[config.mk]
export PLATFORM = sky130hd
export DESIGN_NAME = l2_fwd_stall
export DESIGN_NICKNAME = d
export VERILOG_FILES = /design/src/rtl/l2_fwd_stall.sv
export SDC_FILE = /design/constraint.sdc
export NUM_CORES = 1
export LEC_CHECK = 0
export CAP_MARGIN = 10
export CORE_MARGIN = 1.5
export CORE_UTILIZATION = 33
export DETAILED_ROUTE_END_ITERATION = 10
export PLACE_DENSITY = 0.63
export SLEW_MARGIN = 10
export SYNTH_ARGS = -nofsm -noshare
export SYNTH_HDL_FRONTEND = slang
export SYNTH_SLANG_ARGS = --single-unit
[constraint.sdc]
create_clock -name clk -period 2.99 [get_ports clk]
set_input_delay 0.598 -clock clk [delete_from_list [all_inputs] [get_ports clk]]
set_output_delay 0.598 -clock clk [all_outputs]
set_load 0.05 [all_outputs]
[src/rtl/l2_fwd_stall.sv]
// rtl/l2_fwd_stall.sv - one-entry hold/replay buffer for forwarded messages that conflict with an in-flight request
module l2_fwd_stall #(
  parameter int N_REQS    = 4,
  parameter int REQS_BITS = 2,
  parameter int MSG_BITS  = 3,
  parameter int ADDR_BITS = 28,
  parameter int ID_BITS   = 4,
  parameter int CNT_BITS  = 16
) (
  input  logic                 clk,
  input  logic                 rst,
  input  logic                 peek_fwd_done,
  input  logic                 set_fwd_stall,
  input  logic                 clr_fwd_stall,
  input  logic                 set_fwd_stall_i,
  input  logic [REQS_BITS-1:0] fwd_stall_i_wr_data,
  input  logic [MSG_BITS-1:0]  fwd_msg_in,
  input  logic [ADDR_BITS-1:0] fwd_addr_in,
  input  logic [ID_BITS-1:0]   fwd_id_in,
  input  logic [N_REQS-1:0]    reqs_inv,
  input  logic                 replay_ready,
  output logic                 fwd_stall,
  output logic [REQS_BITS-1:0] fwd_stall_i,
  output logic                 replay_valid,
  output logic [MSG_BITS-1:0]  replay_msg,
  output logic [ADDR_BITS-1:0] replay_addr,
  output logic [ID_BITS-1:0]   replay_id,
  output logic [CNT_BITS-1:0]  stall_cycles
);

  typedef enum logic [1:0] {IDLE, STALLED, REPLAY} state_t;

  localparam logic [CNT_BITS-1:0] CNT_MAX = '1;

  state_t state, state_nxt;
  logic   capture;
  logic   inv_hit;

  // An out-of-range index never matches, so the stall simply persists.
  always_comb begin
    inv_hit = 1'b0;
    if (32'(fwd_stall_i) < N_REQS) inv_hit = reqs_inv[fwd_stall_i];
  end

  always_comb begin
    state_nxt = state;
    capture   = 1'b0;
    case (state)
      IDLE: begin
        // set has priority if l2_reqs ever drives both
        if (peek_fwd_done && set_fwd_stall) begin
          capture   = 1'b1;
          state_nxt = STALLED;
        end else if (peek_fwd_done && clr_fwd_stall) begin
          state_nxt = IDLE;
        end
      end
      STALLED: if (inv_hit) state_nxt = REPLAY;
      REPLAY:  if (replay_ready) state_nxt = IDLE;
      default: state_nxt = IDLE;
    endcase
  end

  always_ff @(posedge clk or negedge rst) begin
    if (!rst) begin
      state        <= IDLE;
      fwd_stall_i  <= '0;
      replay_msg   <= '0;
      replay_addr  <= '0;
      replay_id    <= '0;
      stall_cycles <= '0;
    end else begin
      state <= state_nxt;
      if (capture) begin
        replay_msg   <= fwd_msg_in;
        replay_addr  <= fwd_addr_in;
        replay_id    <= fwd_id_in;
        stall_cycles <= '0;
        if (set_fwd_stall_i) fwd_stall_i <= fwd_stall_i_wr_data;
      end else if (state == STALLED && stall_cycles != CNT_MAX) begin
        stall_cycles <= stall_cycles + 1'b1;
      end
    end
  end

  // Flag spans capture+1 through the replay handshake cycle.
  assign fwd_stall    = (state != IDLE);
  assign replay_valid = (state == REPLAY);

endmodule

==> metrics.csv <==
metric;value;unit
cellLeakagePower;1.685;nW
worstMarginPinSlew;0.7459;ns
clockBufferDepth;2;
start_kind;flip-flop;
cp.arrival;1.72;ns
total_power;3.849;mW
vias;2115;
rr_startpoint;stall_cycles[0];
start_util;34.73;%
rrSetupSlack;1.15;ns
vias_per_cell;4.598;
cts_tree;done;
final_util;51.88;%
cts_buffers;5;
grt_util_met3;7.276;%
nets;412;
grt_overflow;0;
rows;30;
clock_sinks;55;
syn2layout_area_growth;49.40;%
fin_tns_setup;0;ns
critical_path_class;reg2out;
use_met2;26.93;%
routedWlPerCell;13.21;um
dr.pass1.iters;4;
status;completed;
drt-initial-drc-count;96;
grt_pass1_wl;10220;um
core_area;6907;um^2
maxSlewHeadroom;50.28;%
setup_viol;0;
mappedNetlistArea;2399;um^2
gp_congestion;0.8050;
worst-path-max-fanout;4;
ant_nets;0;
maxCapViolCount;0;
clkTransAtPathRegs;0.10;ns
synth_seq_area_share;57.38;%
reg2reg_to;stall_cycles[9];
ys_ff_latch;55;
die_w;88.26;um
first_global_vias;2171;
rsz0062_at_grt;no;
drc;0;
cts_setup_buffers;0;
hold_slack;0.3509;ns
post_cts_resize_count;0;
maxSlewViolCount;0;
period_share;77.39;%
grt_busiest_layer;met2;
period_minus_slack;2.314;ns
antenna-diode-count;0;
dpl.hpwl;4379;um
gr-usage-met1;19.87;%
port_buffers;101;
critical_path_required;2.39;ns
r2r_cells;5;
grt_max_degree;41;
track_usage;16.75;%
totalWireLength;6075;um
power_density;1074;nW/um^2
antenna_found_initial;0;
ios;103;
ctsHoldBuffers;0;
ctsHtreeMaxLevel;2;
finalHoldViolations;0;
timing.fmax;0.4322;GHz
syn_nets;311;
worstSkewPairLatency;0.31;ns
drive_gt1_share;5.769;%
synthCells;262;
die-area;7789;um^2
syn_avg_cell_area;9.155;um^2
min_path_type;in2async;
synthDistinctLibCells;35;
final.setup_skew;0.007783;ns
clock-root-buffer;clkbuf_8;
crit_path_end_kind;output pin;
ys_warn_count;0;
ir_worst_vdd;0.5871;mV
die_y;88.26;um
Yosys cell counts:
| library cell | count | area share, % |
|---|---|---|
| and4_1 | 3 | 1.1 |
| buf_6 | 2 | 0.94 |
| and2b_2 | 1 | 0.37 |
| clkbuf_1 | 9 | 1.4 |
| nor4_1 | 1 | 0.26 |
| and2_1 | 1 | 0.26 |
| or3_1 | 4 | 1.0 |
| nor2_1 | 5 | 0.78 |
| mux4_2 | 1 | 0.94 |
| nor2_4 | 1 | 0.47 |
| mux2_2 | 2 | 0.94 |
| inv_1 | 4 | 0.63 |
| o21ai_1 | 2 | 0.42 |
| nor2b_1 | 1 | 0.26 |
| o21ai_0 | 6 | 1.3 |
| a21oi_1 | 4 | 0.83 |
| nand2_1 | 120 | 19 |
| and3_1 | 6 | 1.6 |
| ha_1 | 1 | 0.52 |
| a22o_1 | 1 | 0.37 |
| o21a_1 | 1 | 0.31 |
| xor2_1 | 2 | 0.73 |
| nand2b_1 | 1 | 0.26 |
| xnor2_1 | 2 | 0.73 |
| nand2b_4 | 1 | 0.57 |
| o22ai_1 | 1 | 0.26 |
| dfrtp_1 | 55 | 57 |
| and3_2 | 1 | 0.31 |
| mux2i_1 | 4 | 1.7 |
| a211o_1 | 1 | 0.37 |
| nand3_1 | 11 | 2.3 |
| buf_4 | 1 | 0.31 |
| nor3_1 | 2 | 0.42 |
| nand4_1 | 3 | 0.78 |
| and4_4 | 1 | 0.47 |
through the flow:
step	cell area (um^2)	setup slack (ns)	instances
after global routing	3583	0.5861	460
final	3583	0.6761	460
after detailed placement	3498	0.9948	452
after floorplan	2399	0.9681	262
after CTS	3583	0.6423	460
after global placement	3498	1.012	452
cells in the final DEF (no fill, tap or decap), drive strengths merged:
cell type,synthesis,routed
dfrtp,55,55
clkdlybuf4s50,0,100
and4,4,4
and3,7,7
nor4,1,1
nand2b,2,2
o21ai,8,8
inv,4,4
mux4,1,1
mux2i,4,4
and2,1,1
a211o,1,1
nor2,6,6
clkinvlp,0,1
and2b,1,1
o21a,1,1
or3,4,4
xnor2,2,2
nand2,120,120
nor2b,1,1
clkinv,0,1
o22ai,1,1
ha,1,1
xor2,2,2
buf,3,6
a21oi,4,4
a22o,1,1
clkbuf,9,6
nor3,2,2
nand4,3,3
mux2,2,2
nand3,11,11
critical path, stage by stage (launching register included):
cell and delay (ns):
dfrtp_1 0.41, nor2b_1 0.17, clkdlybuf4s50_1 0.83
power breakdown:
part	switching (mW)	internal (mW)
logic	1.51	0.723
registers	0.180	1.03
clock network	0.241	0.165
how the worst max path moves through the flow:
stage / cells after the start / slack, ns / startpoint / to
6_report: 2 / 0.68 / state[0] / replay_valid
5_1_grt: 2 / 0.59 / state[0] / replay_valid
4_1_cts: 2 / 0.64 / state[0] / replay_valid
3_5_place_dp: 2 / 0.99 / state[0] / replay_valid
3_3_place_gp: 2 / 1.01 / state[0] / replay_valid
2_1_floorplan: 6 / 0.97 / stall_cycles[0] / stall_cycles[9]
sequential cells by signal, summed over array words and instances, names as in the netlist:
register / count
stall_cycles: 16
replay_id: 4
state: 2
fwd_stall_i: 2
replay_msg: 3
replay_addr: 28
routing by layer:
metal	routed length (um)	part of all wire, %
met1	2570	42
met2	2863	47
met3	594	9.8
met4	47	0.77
met5	0	0
logic make-up after synthesis:
family	Yosys count	share of synthesized area [%]
buffers and inverters	16	3.286
XOR/XNOR	4	1.461
AND/OR/NAND/NOR	163	30.00
multiplexers	7	3.547
flip-flops	55	57.38
AO/OA/AOI/OAI	16	3.809
adder cells (fa/ha/maj)	1	0.5216
cell type report:
class,count,area [um^2]
clock inverter,2,12.51
fill,670,3323
multi-input combinational,191,943.4
tap,96,120.1
sequential,55,1376
clock buffer,6,72.57
inverter,4,15.01
timing repair buffer,106,1044
Note: power is estimated with default switching activity, not from simulation.
